## config.mk

```make
export PLATFORM = sky130hd
export DESIGN_NAME = mips_cpu_state_sequencer
export DESIGN_NICKNAME = d
export VERILOG_FILES = /design/src/rtl/mips_cpu_state_sequencer.sv
export SDC_FILE = /design/constraint.sdc
export NUM_CORES = 1
export LEC_CHECK = 0
export CAP_MARGIN = 20
export CORE_ASPECT_RATIO = 1.5
export CORE_MARGIN = 2
export CORE_UTILIZATION = 54
export DETAILED_ROUTE_END_ITERATION = 7
export GPL_TIMING_DRIVEN = 0
export PLACE_DENSITY = 0.85
export SYNTH_ARGS = -nofsm -noshare
export SYNTH_HDL_FRONTEND = slang
export SYNTH_SLANG_ARGS = --single-unit
```

## constraint.sdc

```tcl
create_clock -name clk -period 4.1 [get_ports clk]
set_clock_uncertainty 0.1 [all_clocks]
set_input_delay 0.41 -clock clk [delete_from_list [all_inputs] [get_ports clk]]
set_output_delay 0.41 -clock clk [all_outputs]
set_load 0.03 [all_outputs]
```

## src/rtl/mips_cpu_state_sequencer.sv

```systemverilog
// Multicycle phase sequencer for the MIPS core: FETCH/DECODE/EXEC1/EXEC2
// sequencing with memory/muldiv stalls, halt handling and saturating counters.
module mips_cpu_state_sequencer #(
    parameter int unsigned COUNT_WIDTH           = 32,
    parameter bit          HALT_AFTER_DELAY_SLOT = 1'b1
) (
    input  logic                   clk,
    input  logic                   rst_n,
    input  logic                   waitrequest,
    input  logic                   memread,
    input  logic                   memwrite,
    input  logic                   threecycle,
    input  logic                   muldiv_busy,
    input  logic                   halt_req,
    output logic [2:0]             state,
    output logic                   active,
    output logic                   stall,
    output logic                   retire,
    output logic                   fault,
    output logic [COUNT_WIDTH-1:0] cycle_count,
    output logic [COUNT_WIDTH-1:0] instr_count
);

    localparam int unsigned STATE_W = 3;

    localparam logic [STATE_W-1:0] S_RESET  = 3'd0;
    localparam logic [STATE_W-1:0] S_FETCH  = 3'd1;
    localparam logic [STATE_W-1:0] S_DECODE = 3'd2;
    localparam logic [STATE_W-1:0] S_EXEC1  = 3'd3;
    localparam logic [STATE_W-1:0] S_EXEC2  = 3'd4;
    localparam logic [STATE_W-1:0] S_HALTED = 3'd5;

    localparam logic [COUNT_WIDTH-1:0] COUNT_MAX = {COUNT_WIDTH{1'b1}};

    logic [STATE_W-1:0] state_q;
    logic [STATE_W-1:0] state_d;
    logic               halt_pending_q;
    logic               halt_pending_d;
    logic               halt_seen_q;     // halt_req seen in EXEC1 of a four-phase instruction
    logic               halt_seen_d;
    logic               fault_d;
    logic               active_d;
    logic               mem_stall;
    logic               halt_hit;

    assign mem_stall = (memread | memwrite) & waitrequest;
    assign halt_hit  = halt_req | halt_seen_q;
    assign state     = state_q;

    // State, halt tracking, fault and active flag registers
    always_ff @(posedge clk or negedge rst_n) begin
        if (!rst_n) begin
            state_q        <= S_RESET;
            halt_pending_q <= 1'b0;
            halt_seen_q    <= 1'b0;
            fault          <= 1'b0;
            active         <= 1'b0;
        end else begin
            state_q        <= state_d;
            halt_pending_q <= halt_pending_d;
            halt_seen_q    <= halt_seen_d;
            fault          <= fault_d;
            active         <= active_d;
        end
    end

    // Next-state, stall/retire and halt decisions
    always_comb begin
        state_d        = state_q;
        halt_pending_d = halt_pending_q;
        halt_seen_d    = halt_seen_q;
        fault_d        = fault;
        stall          = 1'b0;
        retire         = 1'b0;

        case (state_q)
            S_RESET:  state_d = S_FETCH;
            S_FETCH: begin
                if (mem_stall) stall = 1'b1;
                else           state_d = S_DECODE;
            end
            S_DECODE: state_d = S_EXEC1;
            S_EXEC1: begin
                if (mem_stall || muldiv_busy) begin
                    stall = 1'b1;
                end else if (threecycle) begin
                    retire = 1'b1;
                end else begin
                    state_d = S_EXEC2;
                    if (halt_req) halt_seen_d = 1'b1;
                end
            end
            S_EXEC2: begin
                if (mem_stall) stall = 1'b1;
                else           retire = 1'b1;
            end
            S_HALTED: state_d = S_HALTED;
            default: begin
                state_d = S_HALTED;
                fault_d = 1'b1;
            end
        endcase

        // Completion: back to FETCH unless the halt sequence ends here
        if (retire) begin
            halt_seen_d = 1'b0;
            state_d     = S_FETCH;
            if (HALT_AFTER_DELAY_SLOT) begin
                if (halt_pending_q)  state_d = S_HALTED;
                else if (halt_hit)   halt_pending_d = 1'b1;
            end else if (halt_hit) begin
                state_d = S_HALTED;
            end
        end

        active_d = (state_d == S_FETCH) || (state_d == S_DECODE) ||
                   (state_d == S_EXEC1) || (state_d == S_EXEC2);
    end

    // Saturating cycle and retired-instruction counters
    always_ff @(posedge clk or negedge rst_n) begin
        if (!rst_n) begin
            cycle_count <= '0;
            instr_count <= '0;
        end else begin
            if (active && (cycle_count != COUNT_MAX))
                cycle_count <= cycle_count + COUNT_WIDTH'(1);
            if (retire && (instr_count != COUNT_MAX))
                instr_count <= instr_count + COUNT_WIDTH'(1);
        end
    end

endmodule

```

* Word-level counts from Yosys, hierarchy flattened *
Index checks and enable logic that the tools add are counted.

word-level totals
  bits in registers = 71
  bits of input ports = 8

cells by class
  bitwise gates (word level) = 3
  reduce and logical (&&, ||, !) cells = 12
  multiplexer cells = 20
  $add $sub $neg = 2
  eq/ne operators = 13

operators with widths
  cell                   number
  $add 32x1->32 const B  2
  $ne 32x32->1 const B   2
  $mux 3                 5
  $pmux 3 s5             1
  $eq 3x2->1 const B     4
  $mux 1                 12
  $eq 3x3->1 const B     3
  $eq 3x1->1 const B     2
  $reduce_or 6->1        1
  $logic_or 1x1->1       4
  $pmux 1 s2             2
  $reduce_and 4->1       1
  $reduce_bool 2->1      2
  $logic_not 3->1        1
  $logic_and 1x1->1      2
  $ne 2x1->1 const B     1
  $ne 2x2->1 const B     1
  $or 1x1->1             2
  $reduce_or 2->1        1
  $and 1x1->1            1

* Longest topological paths before layout *
Gate-level depths: netlist of run 1.

  depth in word-level cells = 10
  mapped depth = 7
  depth with buffers taken out = 6

* Worst setup path before layout of run 1 *
Ideal clock, no wire load.

  path kind = register to register
  start point = register instr_count[0]
  end point = register instr_count[31]
  setup time = 0.133 ns
  setup slack = 1.829 ns
  stages on the path, launching flop included = 7
  data required time = 3.867 ns
  buffers on the path = 0
  arrival = 2.038 ns
  cell sequence = dfrtp_1 > ha_1 > and3_1 > and4_1 > a2111oi_0 > nand4_1 > xnor2_1

between the ends
  cells in the longest elaborated chain, start to end = 2
  elaborated cells on any way between the ends = 3
  classes of those cells = add/sub (1); eq/ne (1); reduce/logical (1)

ends and longest elaborated chain
  item                                                                   line  RTL
  start, declared                                                        21    output logic [COUNT_WIDTH-1:0] instr_count
  start signal, assigned                                                 129   instr_count <= instr_count + COUNT_WIDTH'(1);
  parallel branches: the longest is 2 deep, another holds $add 32x1->32  n/a

Several ways; the timed one is not identified.
A chain may end at the register's enable or synchronous reset.

* Final worst setup path of run 1 *
  start point = register state_q[0], in the netlist state[0]
  end point = output port retire

between the ends
  cells in the longest elaborated chain, start to end = 2
  elaborated cells on any way between the ends = 3
  classes of those cells = eq/ne (2); mux (1)

ends and longest elaborated chain
  item                                             line  RTL
  start, declared                                  35    logic [STATE_W-1:0] state_q;
  start signal, assigned                           59    state_q <= state_d;
  $eq 3x3->1 / $eq 3x2->1 (equally long branches)  76    case (state_q)
  $pmux 1 s2 *                                     76
  end, declared                                    18    output logic retire,

Every way passes the cells marked *; elsewhere a longest branch is shown, timed or not.

==> results of run 1 <==
[placed cells by master, fill, tap and decap left out, types with 4 or more instances in the layout]
master,Yosys,routed
dfrtp_1,71,71
and4_1,9,9
inv_1,5,5
nor3_1,7,7
clkinvlp_4,0,4
xor2_1,8,8
and3_1,19,19
and2_1,6,6
nand3_1,27,27
nor2_1,16,16
clkbuf_8,0,10
xnor2_1,51,51
clkdlybuf4s50_1,0,77
nand4_1,24,24
nand2_1,31,31
clkbuf_1,4,4
a31oi_1,5,5
a21oi_1,4,4
[sequential cells by signal (all words and copies together) (netlist names)]
register,flops
state,3
active,1
fault,1
cycle_count,32
instr_count,32
halt_pending_q,1
halt_seen_q,1
[cell type report]
type                    instances  area (um2)
plain buffers                   6        25.0
clock buffers                  10         138
clock inverters                 5        35.0
fillers                       443        1660
inverters                       5        18.8
multi-input cells             244        1650
flip-flops and latches         71        1780
well taps                      74        92.6
repair buffers                 78         778
[cell usage after synthesis, drive strengths merged]
master    n  area share, %
dfrtp    71             51
xnor2    51             13
nand2    31            3.4
nand3    27            3.9
nand4    25            4.9
and3     20            3.6
nor2     16            1.7
and4     10            2.6
xor2      8            2.0
nor3      7            1.0
and2      6            1.1
a31oi     5           0.90
inv       5           0.54
a21oi     4           0.58
clkbuf    4           0.43
o21ai     4           0.58
or3       4           0.90
a21o      3           0.65
mux2      3           0.97
nor3b     3           0.65
a2111oi   2            1.0
a311oi    2           0.50
buf       2           0.29
ha        2           0.72
nor4b     2           0.50
a211oi    1           0.22
a22o      1           0.25
a41o      1           0.29
a41oi     1           0.25
and2b     1           0.22
nor2b     1           0.18
nor4      1           0.61
o21a      1           0.22
or2       1           0.18
[metrics by stage]
stage	cells	cell area, um2
global placement	478	4340
floorplan	326	3470
global route	493	4510
CTS	493	4510
detailed placement	478	4340
finish	493	4510
[per-layer routing]
layer,global-route usage [%],up-vias
met5,0,-
met4,10.6,0
met3,4.93,14
met2,41.3,93
met1,26.3,1384
li1,-,1353
[cells by family after synthesis]
family,Yosys count,synth area share (%)
xor gates and xnor gates,59,14.9
adders and majority gates,2,0.721
AOI/OAI and AO/OA,25,5.48
buffers and inverters,11,1.26
muxes,3,0.974
DFF,71,51.2
and+or+nand+nor,155,25.5
[worst paths after layout]
kind                                   end  slack, ns  cells past startpoint
setup / recovery                    retire       0.64                      6
hold / removal             cycle_count[10]       0.09                      1
setup reg to reg           instr_count[31]       1.47                      6
hold reg to reg                      fault       0.36                      1
max in group asynchronous  instr_count[25]       3.23                      1
min in group clk                     fault       0.36                      1
[worst max-delay path, cell delays in order, from the launching register on]
cell and delay [ns]:
dfrtp_1 0.34, clkbuf_1 0.26, and2b_1 0.24, a31oi_1 0.19, nor2_1 0.54, buf_2 0.34, clkdlybuf4s50_1 0.70
[power breakdown]
group	switching (mW)	internal [mW]	leakage (nW)
clock network	0.257	0.231	0.0764
logic	0.288	0.211	0.846
registers	0.0933	0.768	0.956
==> results.yml, run 1 <==
clock_network:
  cts-root-buf: "clkbuf_8"
  htreeDepth: 3
  post_cts_buffers: 0
  clock_path_buffers: 2
  clock_latency_ns: 0.34
  cts.sinks: 71
  cts_tree: "yes"
  ctsHoldBuffers: 0
  clk_pin_slew_worst_paths_ns: 0.08
  cts_resized: 0
  cts-buffers-inserted: 9
global_routing:
  grt_pass1_vias: 2765
  grt_start_max_net_pins: 72
  antenna_found_initial: 0
  grt_use_total_pct: 23.0
  overflow: 0
  grt_pass1_wl_um: 12900
critical_path:
  arrival_ns: 2.95
  reg2reg_from: "instr_count[0]"
  path_class: "flip-flop to output port"
  crit_required_ns: 3.59
  critPathLaunch: "state[0]"
  path_max_fanout: 10
  end_kind: "output port"
  cp-start-kind: "flip-flop"
final_layout:
  n_antenna_cell: 0
  area_delta_synth_final_pct: 30.1
  nNetsFinal: 425
  finalCoreUtilization_pct: 73.1
  drive_above_1_share_pct: 6.92
job:
  cap_viol_max_count: 0
place:
  portBuffers: 78
  dp_slack_ns: 0.735
  gp_congestion: 0.821
  hpwl_um: 5620
power:
  cellPowerDensity_nw_per_um2: 409
  p_leak_nw: 1.88
  ir_drop_mv: 0.354
  p_total_mw: 1.85
worst_hold_path:
  hp-class: "primary input to async pin"
synth:
  ys_warn_count: 0
  yosysSeqAreaShare_pct: 51.2
  synth.avg_cell_area_um2: 10.6
  syn_inst: 326
  synth_seq_cells: 71
  netlist_area_um2: 3470
  syn-num-nets: 336
  ys_types: 41
sta:
  finalCritPeriodShare_pct: 84.3
  max_freq_mhz: 289
  setup_slack_ns: 0.643
  rsz0062_at_grt: "false"
  slew_viol_final: 0
  relSlewSlack_pct: 28.9
  whs_ns: 0.0859
  setup_viol: 0
  hold_violations: 0
  tns_ns: 0
  layout_min_cycle_time_ns: 3.46
  worst_slew_pin_slew_ns: 1.04
drt:
  dr.pass1.iters: 4
  drcViolationCount: 0
  antenna_left: 0
  finalWirelength_um: 7780
  top_layer: "met4"
  avgRoutedWirePerCell_um: 15.8
  drtIter0Drc: 153
  wl_met3_um: 384
  vias: 2844
  routed_via_density: 5.77
  met1_length_um: 3120
  routed-wl-met2_um: 4130
run_status:
  status: "completed"
die:
  initial_core_util_pct: 56.2
  io_pins: 79
  die_area_um2: 7100
  fp.dieH_um: 102
  core_area_um2: 6170
  rows: 35
  die_x_um: 69.4
(Power assumes the default switching activity.)
==> run 2, diff against run 1 <==
--- a/config.mk
+++ b/config.mk
@@ -8,10 +8,10 @@
 export CAP_MARGIN = 20
 export CORE_ASPECT_RATIO = 1.5
 export CORE_MARGIN = 2
-export CORE_UTILIZATION = 54
+export CORE_UTILIZATION = 45
 export DETAILED_ROUTE_END_ITERATION = 7
 export GPL_TIMING_DRIVEN = 0
-export PLACE_DENSITY = 0.85
+export PLACE_DENSITY = 0.76
 export SYNTH_ARGS = -nofsm -noshare
 export SYNTH_HDL_FRONTEND = slang
 export SYNTH_SLANG_ARGS = --single-unit
==> constraint.sdc (replaced) <==
create_clock -name clk -period 2.85 [get_ports clk]
set_clock_uncertainty 0.1 [all_clocks]
set_input_delay 0.285 -clock clk [delete_from_list [all_inputs] [get_ports clk]]
set_output_delay 0.285 -clock clk [all_outputs]
set_load 0.03 [all_outputs]
==> results.yml, run 2 (synthesized netlist as in run 1, its figures left out) <==
job:
  cap_viol_max_count: 0
global_routing:
  grt_use_total_pct: 19.6
  overflow: 0
  grt_start_max_net_pins: 69
  grt_pass1_vias: 2680
  grt_pass1_wl_um: 12800
  antenna_found_initial: 0
drt:
  drtIter0Drc: 109
  drcViolationCount: 0
  dr.pass1.iters: 4
  finalWirelength_um: 7880
  routed_via_density: 5.43
  antenna_left: 0
  avgRoutedWirePerCell_um: 15.0
  vias: 2845
critical_path:
  ff2ff_path_depth: 6
  cp-start-kind: "flip-flop"
  ff2ff_setup_slack_ns: 0.24
  path_class: "flip-flop to flip-flop"
  arrival_ns: 2.72
  reg2reg_to: "instr_count[29]"
  path_max_fanout: 5
  reg2reg_from: "instr_count[0]"
  crit_required_ns: 2.96
  end_kind: "flip-flop"
final_layout:
  n_antenna_cell: 0
  final_cell_mix: "76 x clkdlybuf4s50_1, 71 x dfrtp_1, 51 x xnor2_1"
  drive_above_1_share_pct: 7.58
  fill_cells: 598
  final_cells: 524
  finalCoreUtilization_pct: 62.5
  final_common_cell: "clkdlybuf4s50_1"
  nNetsFinal: 427
  area_delta_synth_final_pct: 36.2
clock_network:
  clk_pin_slew_worst_paths_ns: 0.05
  cts.sinks: 71
  cts-root-buf: "clkbuf_16"
  htreeDepth: 3
  clock_latency_ns: 0.33
  clock_path_buffers: 2
  cts-buffers-inserted: 9
  cts_tree: "yes"
sta:
  tns_ns: 0
  setup_slack_ns: 0.239
  worst_slew_pin_slew_ns: 1.01
  rsz0062_at_grt: "false"
  finalCritPeriodShare_pct: 91.6
  relSlewSlack_pct: 30.7
  whs_ns: 0.219
  setup_viol: 0
  hold_violations: 0
  max_freq_mhz: 383
  slew_viol_final: 0
  layout_min_cycle_time_ns: 2.61
place:
  hpwl_um: 5680
  gp_congestion: 0.816
  portBuffers: 78
  dp_slack_ns: -0.226
  placed_cells: 507
power:
  p_leak_nw: 1.98
  ir_drop_mv: 0.496
  cellPowerDensity_nw_per_um2: 658
die:
  die_area_um2: 8440
  core_area_um2: 7560
  rows: 39
  die_x_um: 75.7
  fp.dieH_um: 112
  io_pins: 79
  initial_core_util_pct: 45.9
worst_hold_path:
  hp-class: "primary input to async pin"
run_status:
  status: "completed"
## run 2: worst max-delay path, stage by stage, from the launching register on
cell and delay [ns]:
dfrtp_1 0.42, ha_1 0.23, and3_1 0.24, and4_1 0.22, a2111oi_0 0.89, nand3_1 0.21, xnor2_1 0.18
## run 2: power breakdown
part	switching (mW)	leakage, nW	internal, mW	total, mW
clock network	0.395	0.156	0.746	1.14
registers	0.135	0.956	1.11	1.24
logic	0.419	0.864	0.306	0.726
## run 2: worst max-delay path by stage
stage	from	cells after the start	to
final	instr_count[0]	6	instr_count[29]
after global routing	instr_count[0]	6	instr_count[29]
after CTS	state[0]	6	retire
after detailed placement	muldiv_busy	6	retire
after global placement	rst_n	1	instr_count[18]
after floorplan	instr_count[0]	6	instr_count[31]
## run 2: stage by stage
stage | instance area, um2 | power, mW
after global routing | 4730 | 3.25
after global placement | 4380 | 1.96
after floorplan | 3470 | 1.66
after CTS | 4730 | 3.14
final | 4730 | 3.11
after detailed placement | 4400 | 1.98
## run 2: timing repair
action	4_1_cts	5_1_grt
hold buffers	1	0
resized for setup	3	2
setup buffers	0	0
pin swaps	0	0
hold endpoints to repair	71	0
setup endpoints to repair	1	1
## run 2: final cells by class
type	instances	area, um2	area share [%]
buffer	6	25.0	0.530
clock buffer	13	270	5.72
inverter	5	18.8	0.397
multi-input combinational	244	1660	35.1
tap	102	128	2.70
clock inverter	3	40.0	0.847
sequential	71	1780	37.6
timing repair buffer	80	811	17.2
## run 2: per-layer routing
layer / share of wire [%] / wire length [um] / track usage, %
met1: 40 / 3150 / 22.6
met2: 54 / 4270 / 33.8
met3: 4.7 / 368 / 5.16
met4: 1.3 / 99 / 7.25
met5: 0 / 0 / 0
